`config.mk`:
```
export PLATFORM = sky130hd
export DESIGN_NAME = effect_controller
export DESIGN_NICKNAME = d
export VERILOG_FILES = /design/src/rtl/effect_controller_pkg.sv /design/src/rtl/sync_fifo.sv /design/src/rtl/effect_controller.sv
export SDC_FILE = /design/constraint.sdc
export NUM_CORES = 1
export LEC_CHECK = 0
export ABC_CLOCK_PERIOD_IN_PS = 5100
export CORE_ASPECT_RATIO = 1.5
export CORE_MARGIN = 2
export CORE_UTILIZATION = 61
export CTS_BUF_LIST = sky130_fd_sc_hd__clkbuf_2
export DETAILED_ROUTE_END_ITERATION = 6
export HOLD_SLACK_MARGIN = 0.06
export PLACE_DENSITY = 0.82
export SYNTH_ARGS = -nofsm -noshare
export SYNTH_HDL_FRONTEND = slang
export SYNTH_SLANG_ARGS = --single-unit
```
`constraint.sdc`:
```
create_clock -name clk -period 5.1 [get_ports clk]
set_clock_uncertainty 0.2 [all_clocks]
set_input_delay 1.02 -clock clk [delete_from_list [all_inputs] [get_ports clk]]
set_output_delay 1.02 -clock clk [all_outputs]
set_load 0.005 [all_outputs]
```
`src/rtl/effect_controller_pkg.sv`:
```
// Shared audio package: default sample width and FIFO depth, the
// overflow counter width, the output-register state type and a
// saturating-increment helper for the overflow counter.
package effect_controller_pkg;

    localparam int DEFAULT_D_WIDTH = 16;
    localparam int DEFAULT_DEPTH   = 16;
    localparam int OVF_COUNT_W     = 8;

    localparam logic [OVF_COUNT_W-1:0] OVF_COUNT_MAX = '1;

    // The output register is either empty or holding a sample for the
    // transmitter.
    typedef enum logic {
        OUT_EMPTY = 1'b0,
        OUT_FULL  = 1'b1
    } out_state_e;

    // The counter sticks at its maximum rather than wrapping back to zero.
    function automatic logic [OVF_COUNT_W-1:0] sat_inc(input logic [OVF_COUNT_W-1:0] value);
        return (value == OVF_COUNT_MAX) ? value : value + OVF_COUNT_W'(1);
    endfunction

endpackage

```
`src/rtl/sync_fifo.sv`:
```
// First-word-fall-through synchronous FIFO.
// Ports:
//   clk    - system clock, rising edge
//   reset  - synchronous active-high reset (clears pointers and level)
//   push   - write wdata this cycle
//   pop    - remove the head entry this cycle
//   wdata  - sample to write
//   rdata  - head entry while level > 0, otherwise 0
//   level  - current occupancy, 0..depth
module sync_fifo #(
    parameter  int width = 16,
    parameter  int depth = 16,
    localparam int ptr_w = $clog2(depth),
    localparam int lvl_w = ptr_w + 1
) (
    input  logic             clk,
    input  logic             reset,
    input  logic             push,
    input  logic             pop,
    input  logic [width-1:0] wdata,
    output logic [width-1:0] rdata,
    output logic [lvl_w-1:0] level
);

    logic [width-1:0] mem_q [depth];

    logic [ptr_w-1:0] wr_ptr_q, wr_ptr_d;
    logic [ptr_w-1:0] rd_ptr_q, rd_ptr_d;
    logic [lvl_w-1:0] level_q, level_d;

    logic push_ok;
    logic pop_ok;

    // A push at full is legal only when the head leaves in the same
    // cycle. In that case wr_ptr equals rd_ptr, so the new sample lands in
    // the slot being vacated and becomes the last entry in line.
    // Pointers are ptr_w bits wide, so incrementing wraps modulo depth.
    always_comb begin
        pop_ok   = pop && (level_q != '0);
        push_ok  = push && ((level_q != lvl_w'(depth)) || pop_ok);
        wr_ptr_d = wr_ptr_q;
        rd_ptr_d = rd_ptr_q;
        level_d  = level_q;
        if (push_ok) begin
            wr_ptr_d = wr_ptr_q + ptr_w'(1);
        end
        if (pop_ok) begin
            rd_ptr_d = rd_ptr_q + ptr_w'(1);
        end
        case ({push_ok, pop_ok})
            2'b10:   level_d = level_q + lvl_w'(1);
            2'b01:   level_d = level_q - lvl_w'(1);
            default: level_d = level_q;
        endcase
    end

    always_ff @(posedge clk) begin
        if (reset) begin
            wr_ptr_q <= '0;
            rd_ptr_q <= '0;
            level_q  <= '0;
        end else begin
            wr_ptr_q <= wr_ptr_d;
            rd_ptr_q <= rd_ptr_d;
            level_q  <= level_d;
        end
    end

    // Storage is not reset; stale entries are never exposed because
    // rdata is forced to zero whenever the FIFO is empty.
    always_ff @(posedge clk) begin
        if (push_ok && !reset) begin
            mem_q[wr_ptr_q] <= wdata;
        end
    end

    assign rdata = (level_q != '0) ? mem_q[rd_ptr_q] : '0;
    assign level = level_q;

endmodule

```
`src/rtl/effect_controller.sv`:
```
// Effect controller: buffers receiver samples in a FWFT FIFO, feeds them to
// an external effect stage, and holds each processed result in a one-entry
// output register for the DAC-side transmitter. Input samples that arrive
// while the FIFO is full and nothing leaves are dropped and counted.
// Ports:
//   clk, reset                 - system clock, synchronous active-high reset
//   in_valid, in_data          - sample from the audio receiver
//   fx_data_ready, fx_data     - FIFO head offered to the effect stage
//   fx_read_enable             - effect stage consumes fx_data this cycle
//   fx_result, fx_result_valid - processed sample from the effect stage
//   out_valid, out_data        - processed sample for the transmitter
//   out_ready                  - transmitter accepts out_data this cycle
//   level                      - FIFO occupancy
//   overflow_count             - saturating count of dropped samples
module effect_controller
    import effect_controller_pkg::*;
#(
    parameter  int d_width = DEFAULT_D_WIDTH,
    parameter  int depth   = DEFAULT_DEPTH,
    localparam int lvl_w   = $clog2(depth) + 1
) (
    input  logic                      clk,
    input  logic                      reset,
    input  logic                      in_valid,
    input  logic signed [d_width-1:0] in_data,
    output logic                      fx_data_ready,
    output logic signed [d_width-1:0] fx_data,
    input  logic                      fx_read_enable,
    input  logic signed [d_width-1:0] fx_result,
    input  logic                      fx_result_valid,
    output logic                      out_valid,
    output logic signed [d_width-1:0] out_data,
    input  logic                      out_ready,
    output logic [lvl_w-1:0]          level,
    output logic [OVF_COUNT_W-1:0]    overflow_count
);

    out_state_e out_state_q, out_state_d;

    logic signed [d_width-1:0] out_data_q, out_data_d;
    logic [OVF_COUNT_W-1:0]    overflow_q, overflow_d;

    logic               fifo_push;
    logic               fifo_pop;
    logic [d_width-1:0] fifo_rdata;

    sync_fifo #(
        .width (d_width),
        .depth (depth)
    ) u_fifo (
        .clk   (clk),
        .reset (reset),
        .push  (fifo_push),
        .pop   (fifo_pop),
        .wdata (in_data),
        .rdata (fifo_rdata),
        .level (level)
    );

    // A sample is only offered to the effect stage when the output register
    // can take its result next cycle, so a compliant effect stage never
    // produces a result that has nowhere to go.
    always_comb begin
        fx_data_ready = (level != '0) && ((out_state_q == OUT_EMPTY) || out_ready);
        fifo_pop      = fx_data_ready && fx_read_enable;
        fifo_push     = in_valid && ((level != lvl_w'(depth)) || fifo_pop);
        overflow_d    = overflow_q;
        if (in_valid && !fifo_push) begin
            overflow_d = sat_inc(overflow_q);
        end
    end

    // Output register state machine. A result arriving in the same cycle as
    // the transmitter handoff replaces the departing sample without a
    // bubble; a result arriving while the register is stalled is ignored.
    always_comb begin
        out_state_d = out_state_q;
        out_data_d  = out_data_q;
        case (out_state_q)
            OUT_EMPTY: begin
                if (fx_result_valid) begin
                    out_data_d  = fx_result;
                    out_state_d = OUT_FULL;
                end
            end
            OUT_FULL: begin
                if (out_ready) begin
                    if (fx_result_valid) begin
                        out_data_d  = fx_result;
                        out_state_d = OUT_FULL;
                    end else begin
                        out_state_d = OUT_EMPTY;
                    end
                end
            end
            default: begin
                out_state_d = OUT_EMPTY;
            end
        endcase
    end

    always_ff @(posedge clk) begin
        if (reset) begin
            out_state_q <= OUT_EMPTY;
            out_data_q  <= '0;
            overflow_q  <= '0;
        end else begin
            out_state_q <= out_state_d;
            out_data_q  <= out_data_d;
            overflow_q  <= overflow_d;
        end
    end

    assign fx_data        = fifo_rdata;
    assign out_valid      = (out_state_q == OUT_FULL);
    assign out_data       = out_data_q;
    assign overflow_count = overflow_q;

endmodule

```
==> out/summary.txt, run 1 <==
Maximum clock rate - 218 MHz
Commonest register cell after synthesis - edfxtp_1
Clock latency on the worst-skew pair - 0.79 ns
Root buffer cell - clkbuf_2
Final worst-path cycle share - 0.901
Clock share of power - 0.253
Yosys reg bits - 298
CP max FO - 45
Post-DRT Antenna Nets - 0
Ys async rst share - 0
Starting Density - 0.617
Congestion Overflow GR - 0
Logic gate share of total power - 0.223
Power Dens Cells - 405 nW/µm²
Die width - 117 µm
Share of cells above drive strength 1 - 0.254
Clock Path Buffers - 3
Vias in the first global route - 7,195
HPWL after detailed placement - 15,500 µm
Commonest non-fill, non-tap cell in the layout - edfxtp_1
Kind of critical path - register to output pin
DIE HEIGHT - 174 µm
Post-synthesis mux area share - 0.144
Syn_nets - 718
Worst slack at placement - 0.840 ns
Cell internal pwr - 3.91 mW
Worst-Margin Slew - 1.22 ns
Synth Area in Simple Gates - 0.0536
XOR/XNOR share of the synthesized area - 0.00373
CTS H-tree depth - 3
Synth Area in Compound Gates - 0.0350
Pin count of the biggest net entering global routing - 51
Worst setup margin - 0.503 ns
Resized cells post-CTS - 0
Relative slew slack - 0.189
Sink Count - 298
Initial antenna violation count - 1
Max-slew violation count - 0
Setup violators final - 0
Sum Neg Setup Slack - 0 ns
Final core occ - 0.712
CORE AREA - 19,000 µm²
Global-route usage over all layers - 0.262
RD Place Congestion - 0.810
Routed vias - 6,705
Post-synth EDFFs - 256
Avg Vias per Cell - 6.01
CP required - 3.88 ns
Buffers added on ports - 84
P&R area growth vs syn - 15.4%
Yosys cell types - 43
DR iter-0 viols - 572
Cells after Synth - 669
Final #Nets - 860
Startpoint types - register
Share of the yosys chip area belonging to registers - 0.727
Hold Crit Class - register to register
Clock transition at path regs - 0.11 ns
Final non-filler cell total - 1,115
Setup bufs post-CTS - 0
Static Leak - 4.60 nW
Switching part of the total - 0.286
DR pass1 iterations - 5
Worst endpoint data arrival time - 3.38 ns
Most frequent cells in the layout - 256 x edfxtp_1, 97 x clkbuf_2, 83 x clkdlybuf4s50_1
Synthesized area per cell - 17.5 µm²
DRC Markers - 0
Largest family of logic cells by synthesized area - multiplexers
Final min period - 4.60 ns
Row cnt - 62
Net load switching power - 1.57 mW
Synth Cell Area - 11,700 µm²
Post-CTS Hold Buffers - 0
TritonCTS Buffers - 67
Cell Count Post-Placement - 998
RSZ-0062 raised after global routing - no
Synth warn - 0
CTS tree - built
Synth Area in Adders - 0.0124
First-pass GRT wire length - 38,800 µm
Power Total - 5.48 mW
Sequential Power Share - 0.525
Final Hold Viols - 0
Avg WL per Cell - 22.9 µm
I/O pin count - 85
Routed WL - 25,600 µm
VDD IR max - 0.000302 V
MaxCap Viol Count - 0
Outcome - finished, final reports clean
Crit. End Element - output pin
Full die area - 20,400 µm²
==> cell families (layout without fill, tap and decap cells) <==
logic type                 after synthesis  in the layout
buffers and inverters                   74            263
AOI/OAI and AO/OA                       62             62
muxes                                   86             86
adders and majority gates               11             11
DFF                                    298            298
xor gates and xnor gates                 5              5
other                                    0              1
and+or+nand+nor                        133            133
==> path summary, 6_finish.rpt <==
check	from	to	slack [ns]	cells after the start
worst min-delay path	out_data[6]$_SDFFE_PP0P_	out_data[6]$_SDFFE_PP0P_	0.27	2
worst min register to register	out_data[6]$_SDFFE_PP0P_	out_data[6]$_SDFFE_PP0P_	0.27	2
worst max register to register	u_fifo.level[1]$_SDFFE_PP0P_	u_fifo.level[4]$_SDFFE_PP0P_	1.70	11
worst max-delay path	register	fx_data[5]	0.50	5
==> final cells by class <==
type	count	area (µm²)
clock inverters	19	78.8
well taps	256	320
clock buffers	97	485
multi-input cells	297	2970
diodes	1	2.50
repair buffers	104	986
inverters	43	161
flip-flops and latches	298	8530
fillers	1231	5470
==> registers in the layout, summed over array words and instances (netlist names), named ones only <==
| signal | count |
|---|---|
| out_data | 16 |
| u_fifo.rd_ptr_q | 4 |
| out_valid | 1 |
| u_fifo.level | 5 |
| u_fifo.wr_ptr_q | 4 |
| u_fifo.mem_q | 256 |
| overflow_count | 8 |
==> worst max-delay path, stage by stage (launching register included) <==
cell	delay, ns
dfxtp_4	0.91
mux4_2	0.61
mux2_2	0.28
nand2_1	0.16
o221ai_1	0.13
clkdlybuf4s50_1	0.48
==> power by group through the flow <==
stage	logic, mW	clock network (mW)	registers [mW]
after floorplan	0.723	0	2.86
after global placement	1.19	0	2.92
after detailed placement	1.22	0	2.93
after CTS	1.23	1.42	2.88
after global routing	1.32	1.54	2.89
final	1.22	1.38	2.87
==> per-stage QoR <==
stage | hold slack, ns | cell area [µm²]
after floorplan | 0.253 | 11700
after global placement | 0.242 | 13000
after detailed placement | 0.249 | 13000
after CTS | 0.263 | 13500
after global routing | 0.289 | 13500
final | 0.266 | 13500
==> synth_stat cells, types with 9 or more instances <==
library cell,n,area (µm²)
buf_2,9,45.0
ha_1,10,125
nor2_1,26,97.6
o221ai_1,16,140
clkbuf_1,16,60.1
nand2_1,62,233
inv_1,43,161
mux2_2,19,214
edfxtp_1,256,7690
a21oi_1,30,150
mux4_2,64,1440
dfxtp_1,42,841
==> per-layer routing <==
metal  vias to the layer above  share of wire  GRT usage  wire [µm]
li1                       2942              -          -          -
met1                      3334           0.35      0.313       9060
met2                       360           0.53      0.447      13500
met3                        69          0.085     0.0664       2160
met4                         0          0.032      0.109        814
met5                         -              0          0          0
Power figures use the tool's default switching activity.
==> run 2: changes to the inputs <==
- CELL_PAD_IN_SITES_DETAIL_PLACEMENT: unset -> 2
- CELL_PAD_IN_SITES_GLOBAL_PLACEMENT: unset -> 2
- CORE_ASPECT_RATIO: 1.5 -> unset
- CORE_UTILIZATION: 61 -> 46
- PLACE_DENSITY: 0.82 -> unset
- PLACE_DENSITY_LB_ADDON: unset -> 0.1
==> run 2 against run 1 <==
Sequential power is essentially flat. Via count grew 3.5%. Worst hold slack gained 0.0041 ns. Largest power group unchanged.
==> out/summary.txt, run 2 (synthesis gave the netlist of run 1 again) <==
Row cnt - 58
Crit. End Element - output pin
Worst endpoint data arrival time - 3.34 ns
Clock share of power - 0.279
Pin count of the biggest net entering global routing - 65
DR pass1 iterations - 5
Critical-path cell list - buf_12, mux4_2, mux2_2, nand2_1, o221ai_1, clkdlybuf4s50_1
Vias in the first global route - 7,986
Relative slew slack - 0.288
Post-DRT Antenna Nets - 0
Final Hold Viols - 0
TritonCTS Buffers - 79
Final core occ - 0.551
Sequential Power Share - 0.489
Worst-Margin Slew - 1.06 ns
Full die area - 26,800 µm²
Routed vias - 6,941
GRT met2 Usage - 0.475
Fillcell total - 2,239
GRT busiest layer - met2
Final worst-path cycle share - 0.894
Largest register by flop count - u_fifo.mem_q
Final #Nets - 884
Routed WL - 34,700 µm
Max-slew violation count - 0
Clock transition at path regs - 0.12 ns
Clock latency on the worst-skew pair - 0.84 ns
First-pass GRT wire length - 51,700 µm
RD Place Congestion - 0.802
Starting Density - 0.467
DIE HEIGHT - 164 µm
Switching part of the total - 0.302
DR iter-0 viols - 513
Setup violators final - 0
CTS tree - built
Buffers added on ports - 84
P&R area growth vs syn - 18.0%
DRC Markers - 0
VDD IR max - 0.000233 V
Commonest non-fill, non-tap cell in the layout - edfxtp_1
Min-delay src - out_data[13]$_SDFFE_PP0P_
Resized cells post-CTS - 0
Worst reg2reg path startpoint - u_fifo.level[1]$_SDFFE_PP0P_
GRT met1 Usage - 0.330
CP required - 3.88 ns
CP max FO - 64
Startpoint types - register
Logic gate share of total power - 0.232
CORE AREA - 25,100 µm²
Cell internal pwr - 4.06 mW
Sum Neg Setup Slack - 0 ns
Power Total - 5.81 mW
Root buffer cell - clkbuf_2
Outcome - finished, final reports clean
Setup bufs post-CTS - 0
Largest register FFs - 256
Most frequent cells in the layout - 256 x edfxtp_1, 126 x clkbuf_2, 83 x clkdlybuf4s50_1
Kind of critical path - register to output pin
RSZ-0062 raised after global routing - no
MaxCap Viol Count - 0
Sink Count - 298
Avg Vias per Cell - 5.68
Congestion Overflow GR - 0
Largest stage delay on the critical path - 0.59 ns
Initial antenna violation count - 2
Power Dens Cells - 420 nW/µm²
Clock Path Buffers - 3
Share of cells above drive strength 1 - 0.288
Maximum clock rate - 219 MHz
Global-route usage over all layers - 0.271
CTS H-tree depth - 3
Static Leak - 4.76 nW
Die width - 164 µm
HPWL after detailed placement - 22,100 µm
Final min period - 4.56 ns
I/O pin count - 85
M3 GR Usage - 0.0591
Avg WL per Cell - 28.4 µm
Hold Crit Class - register to register
Slowest stage cell, crit path - mux4_2
Net load switching power - 1.75 mW
Post-CTS Hold Buffers - 0
-- run 2: changes by cell type in the layout (fill, tap and decap cells not counted) --
cell | before | now
clkinv_1 | 13 | 6
diode_2 | 1 | 3
inv_2 | 3 | 2
clkinv_2 | 2 | 0
clkinv_4 | 1 | 0
clkinvlp_4 | 0 | 1
clkbuf_2 | 97 | 126
buf_4 | 20 | 31
buf_12 | 0 | 1
-- run 2: cell type report --
cell class,instances,area (µm²),area share
antenna,3,7.51,0.000542
clock buffer,126,631,0.0456
clock inverter,9,37.5,0.00271
inverter,43,161,0.0117
multi-input combinational,297,2970,0.215
sequential,298,8530,0.616
tap,330,413,0.0298
timing repair buffer,116,1090,0.0786
-- run 2: metal layers --
layer,vias to the layer above,part of all wire,wire length (µm)
met3,60,0.052,1810
li1,2979,-,-
met1,3678,0.40,13700
met4,2,0.027,925
met5,-,0.00052,18
met2,222,0.53,18200
-- run 2: worst max-delay path: cells and delay by family, from the launching register on --
kind            cells  cell delay [ns]
compound gates      1             0.22
buf+inv             2             0.89
flops               1             0.37
mux                 2             0.88
simple gates        1             0.08
-- run 2: stage by stage --
step	cells	cell area (µm²)	hold WS (ns)	worst slack, ns
2_1_floorplan	669	11700	0.253	0.882
3_3_place_gp	1084	13200	0.241	1.00
3_5_place_dp	1084	13200	0.263	0.846
4_1_cts	1219	13800	0.277	0.405
5_1_grt	1221	13800	0.297	0.278
6_report	1222	13800	0.270	0.538
-- run 2: path summary, 6_finish.rpt --
path,endpoint,depth (start not counted),slack [ns]
setup reg to reg,u_fifo.level[4]$_SDFFE_PP0P_,11,1.64
setup / recovery,fx_data[5],6,0.54
hold reg to reg,out_data[13]$_SDFFE_PP0P_,2,0.27
hold / removal,out_data[13]$_SDFFE_PP0P_,2,0.27
-- run 2: power by group through the flow --
stage / clock (mW) / sequential [mW] / combinational, mW
2_1_floorplan: 0 / 2.86 / 0.723
4_1_cts: 1.68 / 2.84 / 1.38
6_report: 1.62 / 2.84 / 1.35
5_1_grt: 1.79 / 2.85 / 1.47
3_3_place_gp: 0 / 2.88 / 1.29
3_5_place_dp: 0 / 2.89 / 1.37
==> run 3: changes to the inputs <==
- ABC_CLOCK_PERIOD_IN_PS: 5100 -> unset
- CORE_UTILIZATION: 46 -> 49
- SKIP_LAST_GASP: unset -> 1
- clock period: 5.1 -> 5.7 ns (I/O delays scaled with it)
==> run 3 against run 2 <==
The flow now stops in detailed placement. Synthesized cell count is the same. Synthesized area unchanged.
==> out/summary.txt, run 3 <==
Starting Density - 0.500
Syn_nets - 718
Synth Cell Area - 11,700 µm²
Yosys reg bits - 298
Commonest register cell after synthesis - edfxtp_1
Die width - 159 µm
Outcome - aborted with a tool error
Area share of the largest cell type after synthesis - 0.655
Most common library cells after synthesis - 256 x edfxtp_1, 64 x mux4_2, 62 x nand2_1
Tool error - [ERROR DPL-0033] detailed placement checks failed during check placement.
Yosys cell types - 43
HPWL after detailed placement - 22,100 µm
Synthesized area per cell - 17.5 µm²
RD Place Congestion - 0.771
I/O pin count - 85
Cells after Synth - 669
Buffers added on ports - 84
Synth area leader - edfxtp_1
Synth top area cells - edfxtp_1 66%, mux4_2 12%, dfxtp_1 7.2%
Post-synth EDFFs - 256
DIE HEIGHT - 159 µm
Row cnt - 56
Share of the yosys chip area belonging to registers - 0.727
Synth warn - 0
Ys async rst share - 0
Top-count cell post-synth - edfxtp_1
Failing step - detailed placement
==> run 3: cell counts after synthesis <==
Identical to the previous run, type by type.
==> run 3: logic make-up after synthesis <==
family,Yosys count,share of synthesized area
adder cells (fa/ha/maj),11,0.0124
AO/OA/AOI/OAI,62,0.0350
buffers and inverters,74,0.0249
XOR/XNOR,5,0.00373
multiplexers,86,0.144
AND/OR/NAND/NOR,133,0.0536
flip-flops,298,0.727
==> run 3: stage by stage <==
step / hold WS [ns] / std cells / setup WS [ns]
after floorplan: 0.253 / 669 / 1.36
after global placement: 0.243 / 1064 / 1.28
==> run 4: changes to the inputs <==
- CELL_PAD_IN_SITES_DETAIL_PLACEMENT: 2 -> unset
- CELL_PAD_IN_SITES_GLOBAL_PLACEMENT: 2 -> unset
- CORE_UTILIZATION: 49 -> 40
- CTS_BUF_LIST: sky130_fd_sc_hd__clkbuf_2 -> unset
- HOLD_SLACK_MARGIN: 0.06 -> unset
- PLACE_DENSITY_LB_ADDON: 0.1 -> 0.15
==> run 4 against run 3 <==
The flow now finishes without violations.
==> out/summary.txt, run 4 (synthesis gave the netlist of run 1 again) <==
Setup bufs post-CTS - 0
Routed vias - 6,279
Resized cells post-CTS - 0
CP max FO - 33
Final #Nets - 831
Avg WL per Cell - 21.6 µm
Commonest non-fill, non-tap cell in the layout - edfxtp_1
First-pass GRT wire length - 40,000 µm
HPWL after detailed placement - 16,100 µm
Logic gate share of total power - 0.192
Hold Worst Slack - 0.253 ns
DR iter-0 viols - 528
DRC Markers - 0
Sequential Power Share - 0.453
Sink Count - 298
Full die area - 30,700 µm²
Hold path depth - 2
Worst-Margin Slew - 1.15 ns
R2R depth - 10
CP required - 4.36 ns
Clock Path Buffers - 3
Slowest stage cell, crit path - nand3_1
Kind of critical path - register to output pin
Setup violators final - 0
Critical-path cell list - buf_4, nand3_1, o221ai_1, clkdlybuf4s50_1
Net load switching power - 1.44 mW
Most frequent cells in the layout - 256 x edfxtp_1, 83 x clkdlybuf4s50_1, 64 x mux4_2
Largest register by flop count - u_fifo.mem_q
Power Total - 5.68 mW
Cell internal pwr - 4.23 mW
Clock transition at path regs - 0.06 ns
Post-CTS Hold Buffers - 0
Area of the multi-input gates - 2970 µm²
CORE AREA - 28,800 µm²
Largest stage delay on the critical path - 0.83 ns
I/O pin count - 85
Sequential Area - 8530 µm²
Fillcell total - 2,390
DIE HEIGHT - 175 µm
CTS tree - built
Global-route usage over all layers - 0.171
Worst endpoint data arrival time - 3.27 ns
CTS H-tree depth - 1
Starting Density - 0.408
Power Dens Cells - 399 nW/µm²
Routed WL - 25,700 µm
Final min period - 4.61 ns
P&R area growth vs syn - 21.1%
TritonCTS Buffers - 31
Antenna Cells - 0
Die width - 175 µm
Initial antenna violation count - 0
MaxCap Viol Count - 0
Vias in the first global route - 6,796
Clock latency on the worst-skew pair - 0.57 ns
Crit. End Element - output pin
VDD IR max - 0.000227 V
Row cnt - 62
Congestion Overflow GR - 0
Clock share of power - 0.356
Outcome - finished, final reports clean
RD Place Congestion - 0.756
Relative slew slack - 0.232
Final worst-path cycle share - 0.809
Worst slack at placement - 1.21 ns
Buffers added on ports - 84
Final Hold Viols - 0
DR pass1 iterations - 5
Maximum clock rate - 217 MHz
Max-slew violation count - 0
Sum Neg Setup Slack - 0 ns
Worst setup margin - 1.09 ns
Root buffer cell - clkbuf_16
RSZ-0062 raised after global routing - no
Share of cells above drive strength 1 - 0.210
Static Leak - 4.69 nW
Hold Crit Class - register to register
Post-DRT Antenna Nets - 0
Avg Vias per Cell - 5.28
Startpoint types - register
Cell Count Post-Placement - 1,133
Pin count of the biggest net entering global routing - 52
Switching part of the total - 0.254
Final non-filler cell total - 1,190
Largest register FFs - 256
==> run 4: power groups by stage <==
stage	Combinational, mW	Clock (mW)	Sequential (mW)
6_report	1.09	2.02	2.57
3_3_place_gp	1.09	0	2.61
2_1_floorplan	0.647	0	2.56
3_5_place_dp	1.10	0	2.62
5_1_grt	1.20	2.15	2.59
4_1_cts	1.11	2.06	2.57
==> run 4: routing by layer <==
layer,GRT usage,up-vias,wire (µm)
met5,0,-,0
met3,0.0255,53,1070
met1,0.232,3241,11400
met2,0.290,143,12600
li1,-,2842,-
met4,0.0497,0,635
==> run 4: final cells by class <==
class / instances / share of cell area
clock buffers: 38 / 0.0564
clock inverters: 19 / 0.0158
inverters: 43 / 0.0114
multi-input cells: 297 / 0.209
flip-flops and latches: 298 / 0.600
well taps: 384 / 0.0338
repair buffers: 111 / 0.0731
==> run 4: path summary, 6_finish.rpt <==
path / startpoint / slack, ns / to
max: register / 1.09 / fx_data[0]
min: out_data[2]$_SDFFE_PP0P_ / 0.25 / out_data[2]$_SDFFE_PP0P_
max reg2reg: u_fifo.level[1]$_SDFFE_PP0P_ / 2.21 / u_fifo.level[4]$_SDFFE_PP0P_
min reg2reg: out_data[2]$_SDFFE_PP0P_ / 0.25 / out_data[2]$_SDFFE_PP0P_
==> run 4: metrics by stage <==
stage	util	instance area [µm²]
floorplan	-	11700
global placement	0.458	13200
detailed placement	0.458	13200
CTS	0.494	14200
global route	0.494	14200
finish	0.494	14200
==> run 4: worst max-delay path: cells and delay by family, from the launching register on <==
kind	cells	cell delay, ns
flops	1	0.32
compound gates	1	0.53
buf+inv	2	1.02
simple gates	1	0.83
==> edit 1 (config.mk and constraints of run 1) <==
`DEFAULT_D_WIDTH`: 16 -> 18.
--- a/src/rtl/effect_controller_pkg.sv
+++ b/src/rtl/effect_controller_pkg.sv
@@ -3,7 +3,7 @@
 // saturating-increment helper for the overflow counter.
 package effect_controller_pkg;
 
-    localparam int DEFAULT_D_WIDTH = 16;
+    localparam int DEFAULT_D_WIDTH = 18;
     localparam int DEFAULT_DEPTH   = 16;
     localparam int OVF_COUNT_W     = 8;
 
Interface: changed (resized fx_data, fx_result, in_data and out_data); port bits go from 85 to 93. No check against the original RTL was run, so the function may have changed too.
==> edit 1 against run 1 <==
Via count grew 8.6%. Total power up 11%. Core utilization up 0.42 points. Routed wire length is 9.6% higher. Sequential power increased by 11%. Worst setup slack got worse by 0.11 ns. Die area up 10%. Synthesized area up 11%. Sequential cell count up 34. Cell area rose by 11%. Register-to-register slack improved by 0.06 ns. Final cell count increased by 7.9%. Worst hold slack better by 0.0016 ns. Critical path type unchanged. Critical endpoint is now fx_data[0]. Highest routed layer unchanged.
==> edit 1: results (changes against run 1) <==
{
  "status": {"value": "complete, no violations"},
  "final.fill_count": {"value": 1278, "change": "+3.8%"},
  "grt_pass1_vias": {"value": 7960, "change": "+11%"},
  "layout.non_clock_inverters": {"value": 48, "change": "+12%"},
  "p_seq": {"value": 3.19, "unit": "mW", "change": "+11%"},
  "arrival_worst_endpoint": {"value": 3.49, "unit": "ns", "change": "+0.11 ns"},
  "final.signal_buffer_count": {"value": 117, "change": "+13%"},
  "worst-r2r-setup-slack": {"value": 1.76, "unit": "ns", "change": "+0.06 ns"},
  "dpl_worst_slack": {"value": 0.922, "unit": "ns", "change": "+0.0819 ns"},
  "non_clock_buffer_area_share": {"value": 0.0754, "change": "+0.00257"},
  "multi_input_gates": {"value": 311, "change": "+4.7%"},
  "multi_input_gate_share_of_the_layout_cell_area": {"value": 0.214, "change": "-0.00561"},
  "destination_of_the_critical_timing_path": {"value": "fx_data[0]"},
  "worst-path-max-fanout": {"value": 10, "change": "-78%"},
  "synth-seq-area-share": {"value": 0.733, "change": "+0.00642"},
  "gr-usage-all-layers": {"value": 0.260, "change": "-0.00207"},
  "portBuffers": {"value": 92, "change": "+9.5%"},
  "switching_power": {"value": 1.72, "unit": "mW", "change": "+9.9%"},
  "place_inst": {"value": 1076, "change": "+7.8%"},
  "post_route_cells_drive_above_1_share": {"value": 0.261, "change": "+0.00716"},
  "clock_latency": {"value": 0.86, "unit": "ns", "change": "+0.07 ns"},
  "numCtsBuffers": {"value": 73, "change": "+9.0%"},
  "dp_hpwl": {"value": 17000, "unit": "um", "change": "+10%"},
  "peakVddDrop": {"value": 0.275, "unit": "mV", "change": "-9.0%"},
  "nWellTaps": {"value": 268, "change": "+4.7%"},
  "detail_route.wl_per_cell": {"value": 23.3, "unit": "um", "change": "+1.6%"},
  "gr-usage-met2": {"value": 0.467, "change": "+0.0200"},
  "worst_hold_path.endpoint": {"value": "out_data[3]$_SDFFE_PP0P_"},
  "gr-usage-met3": {"value": 0.0644, "change": "-0.00207"},
  "dpl_cell_area": {"value": 14400, "unit": "sq um", "change": "+11%"},
  "gr-usage-met1": {"value": 0.300, "change": "-0.0134"},
  "clock_area_frac": {"value": 0.0420, "change": "+0.000345"},
  "clock_net_power": {"value": 1.55, "unit": "mW", "change": "+12%"},
  "largest_register_ff_count": {"value": 288, "change": "+13%"},
  "timing.hold.worst.start": {"value": "out_data[3]$_SDFFE_PP0P_"},
  "finalWorstPathRequiredPeriod": {"value": 4.71, "unit": "ns", "change": "+0.109 ns"},
  "drt_initial_violations": {"value": 698, "change": "+22%"},
  "detail_route.vias_per_cell": {"value": 6.05, "change": "+0.67%"},
  "post_synth_most_frequent_cells": {"value": "edfxtp_1, mux4_2, nand2_1"},
  "final.clkbuf_count": {"value": 101, "change": "+4.1%"},
  "number_of_enable_flip_flop_cells_after_synthesis": {"value": 288, "change": "+13%"}
}
[edit 1: cell types whose count changed in the layout (fill, tap and decap cells not counted), moves of 4 or more]
cell,run 1,this run
edfxtp_1,256,288
mux4_2,64,72
nor2_1,26,22
clkbuf_2,97,101
inv_1,43,48
clkdlybuf4s50_1,83,92
nor2_2,0,4
nand2_1,62,66
[edit 1: logic make-up after synthesis]
| group | share of synthesized area |
|---|---|
| AOI/OAI and AO/OA | 0.0357 |
| muxes | 0.145 |
| DFF | 0.733 |
| adders and majority gates | 0.0112 |
| xor gates and xnor gates | 0.00337 |
| buffers and inverters | 0.0245 |
| and+or+nand+nor | 0.0469 |
[edit 1: critical path, cell delays in order (launching register included)]
cell             delay (ns)
dfxtp_1                0.40
nor4_2                 0.54
nand2_1                0.16
nand3b_1               0.55
buf_4                  0.33
o221ai_1               0.15
clkdlybuf4s50_1        0.54
[edit 1: per-layer routing]
layer	wire length (um)	part of all wire
met4	550	0.020
met2	15700	0.56
met3	1980	0.071
met5	0	0
met1	9780	0.35
==> edit 2 (flow settings as in run 1) <==
Made on the original files. Make the reset (`reset`) asynchronous in 2 clocked blocks. Comments in the files are not updated.
--- a/src/rtl/sync_fifo.sv
+++ b/src/rtl/sync_fifo.sv
@@ -54,7 +54,7 @@
         endcase
     end
 
-    always_ff @(posedge clk) begin
+    always_ff @(posedge clk or posedge reset) begin
         if (reset) begin
             wr_ptr_q <= '0;
             rd_ptr_q <= '0;
--- a/src/rtl/effect_controller.sv
+++ b/src/rtl/effect_controller.sv
@@ -99,7 +99,7 @@
         endcase
     end
 
-    always_ff @(posedge clk) begin
+    always_ff @(posedge clk or posedge reset) begin
         if (reset) begin
             out_state_q <= OUT_EMPTY;
             out_data_q  <= '0;
Behaviour: differs if reset is asserted again (counterexample within 4 cycles, from zero or initial values and one cycle with reset high); with reset held inactive, the same outputs for 4 cycles.
==> edit 2 against run 1 <==
Synthesized area down 0.63%. Final cell count down 6.4%. Total power up 18%. Register-to-register slack worse by 0.19 ns. Routed wire length down 2.3%. Worst setup slack worse by 0.28 ns. Cell area down 0.30%. Sequential cell count down 4. Largest cell class unchanged.
==> edit 2: results (changes against run 1) <==
{
  "status": {"value": "complete, no violations"},
  "fin_worst_hold_slack": {"value": 0.323, "unit": "ns", "change": "+0.0566 ns"},
  "yosys.cell_types.count": {"value": 37, "change": "-14%"},
  "clock_tree.root_cell": {"value": "clkbuf_2"},
  "dpl_worst_slack": {"value": 0.801, "unit": "ns", "change": "-0.0385 ns"},
  "dpl_cell_area": {"value": 12900, "unit": "sq um", "change": "-0.27%"},
  "mappedNetlistNets": {"value": 637, "change": "-11%"},
  "slowest_stage_delay_cp": {"value": 1.01, "unit": "ns", "change": "+0.10 ns"},
  "critical_path.slowest_cell": {"value": "dfrtp_4"},
  "synth-xor-area-share": {"value": 0.0105, "change": "+0.00678"},
  "synth.mux.area_fraction": {"value": 0.159, "change": "+0.0156"},
  "gr-usage-all-layers": {"value": 0.254, "change": "-0.00767"},
  "peakVddDrop": {"value": 0.308, "unit": "mV", "change": "+1.8%"},
  "drt_initial_violations": {"value": 591, "change": "+3.3%"},
  "synth-seq-area-share": {"value": 0.741, "change": "+0.0140"},
  "synth_top_cells_by_area": {"value": "edfxtp_1, mux4_2, dfrtp_1"},
  "numCtsBuffers": {"value": 59, "change": "-12%"},
  "worst-r2r-setup-slack": {"value": 1.51, "unit": "ns", "change": "-0.19 ns"},
  "routed_wl": {"value": 25000, "unit": "um", "change": "-2.3%"},
  "max_slew_margin": {"value": 0.146, "change": "-0.0426"},
  "cellLeakagePower": {"value": 4.74, "unit": "nW", "change": "+2.9%"},
  "post_synth_fa_ha_maj_area_fraction": {"value": 0.0124, "change": "+0.0000783"},
  "vias": {"value": 6257, "change": "-6.7%"},
  "h_tree_lvls": {"value": 2, "change": "-1"},
  "synth-async-reset-ratio": {"value": 0.129, "change": "+0.129"},
  "timing.fmax": {"value": 205, "unit": "MHz", "change": "-5.7%"},
  "post_synth_most_frequent_cells": {"value": "edfxtp_1, mux4_2, inv_1"},
  "switching_power": {"value": 2.01, "unit": "mW", "change": "+28%"},
  "finalNetCount": {"value": 789, "change": "-8.3%"},
  "arrival_worst_endpoint": {"value": 3.66, "unit": "ns", "change": "+0.28 ns"},
  "worst-path-max-fanout": {"value": 50, "change": "+11%"},
  "grt_first_pass_wirelength": {"value": 37700, "unit": "um", "change": "-2.7%"},
  "gpl.final_weighted_congestion": {"value": 0.795, "change": "-1.9%"},
  "synth_compound_area_frac": {"value": 0.0234, "change": "-0.0116"},
  "grt_pass1_vias": {"value": 6687, "change": "-7.1%"},
  "dp_hpwl": {"value": 14800, "unit": "um", "change": "-4.2%"}
}
## edit 2: cell count changes in the layout (fill, tap and decap cells not counted), moves of 13 or more
cell / delta
a21oi_1: -25
mux2_2: +17
dfrtp_1: +36
clkbuf_2: -13
nand2_1: -38
dfxtp_1: -40
## edit 2: final cells by class
type	count	area (sq um)
flip-flops and latches	294	8640
inverters	40	150
well taps	252	315
clock buffers	84	420
multi-input cells	232	2760
fillers	1177	5120
diodes	1	2.50
repair buffers	113	1070
clock inverters	28	139
## edit 2: worst register-to-register path, cell delays in order, from the launching register on
cell      delay, ns
dfrtp_1        0.48
nor4_4         0.46
o211ai_1       0.30
nand2_1        0.23
ha_1           0.33
ha_1           0.31
nor2b_1        0.18
o21a_1         0.20
o311ai_0       0.41
o311ai_0       0.29
## edit 2: worst paths after layout
kind,end,start,cells after the start
worst max-delay path,fx_data[8],u_fifo.rd_ptr_q[1]$_DFFE_PP0P_,6
worst min-delay path,out_data[12]$_DFFE_PP0P_,out_data[12]$_DFFE_PP0P_,1
worst max register to register,u_fifo.level[4]$_DFFE_PP0P_,u_fifo.level[2]$_DFFE_PP0P_,9
worst min register to register,out_data[12]$_DFFE_PP0P_,out_data[12]$_DFFE_PP0P_,1
max in group asynchronous,u_fifo.rd_ptr_q[1]$_DFFE_PP0P_,reset,3
min in group asynchronous,u_fifo.level[0]$_DFFE_PP0P_,reset,3
## edit 2: layer usage
metal	GRT usage	wire length [um]	vias to the layer above
li1	-	-	2692
met4	0.104	802	0
met3	0.0455	2010	52
met5	0	0	-
met2	0.426	13200	348
met1	0.329	8960	3165
## edit 2: kinds of logic after synthesis
logic type	after synthesis
flip-flops	294
buffers and inverters	62
adder cells (fa/ha/maj)	11
XOR/XNOR	14
multiplexers	101
AO/OA/AOI/OAI	33
AND/OR/NAND/NOR	73
## edit 2: through the flow
stage / instances / util / total power, mW
after floorplan: 588 / - / 4.35
after global placement: 931 / 0.695 / 5.11
after detailed placement: 931 / 0.695 / 5.20
after CTS: 1043 / 0.725 / 6.53
after global routing: 1044 / 0.725 / 6.82
final: 1044 / 0.725 / 6.48
## edit 2: power by group through the flow
stage	clock network (mW)	registers (mW)	logic, mW
finish	1.34	3.11	2.02
global route	1.48	3.15	2.18
CTS	1.37	3.12	2.04
detailed placement	0	3.17	2.03
global placement	0	3.15	1.96
floorplan	0	2.95	1.40
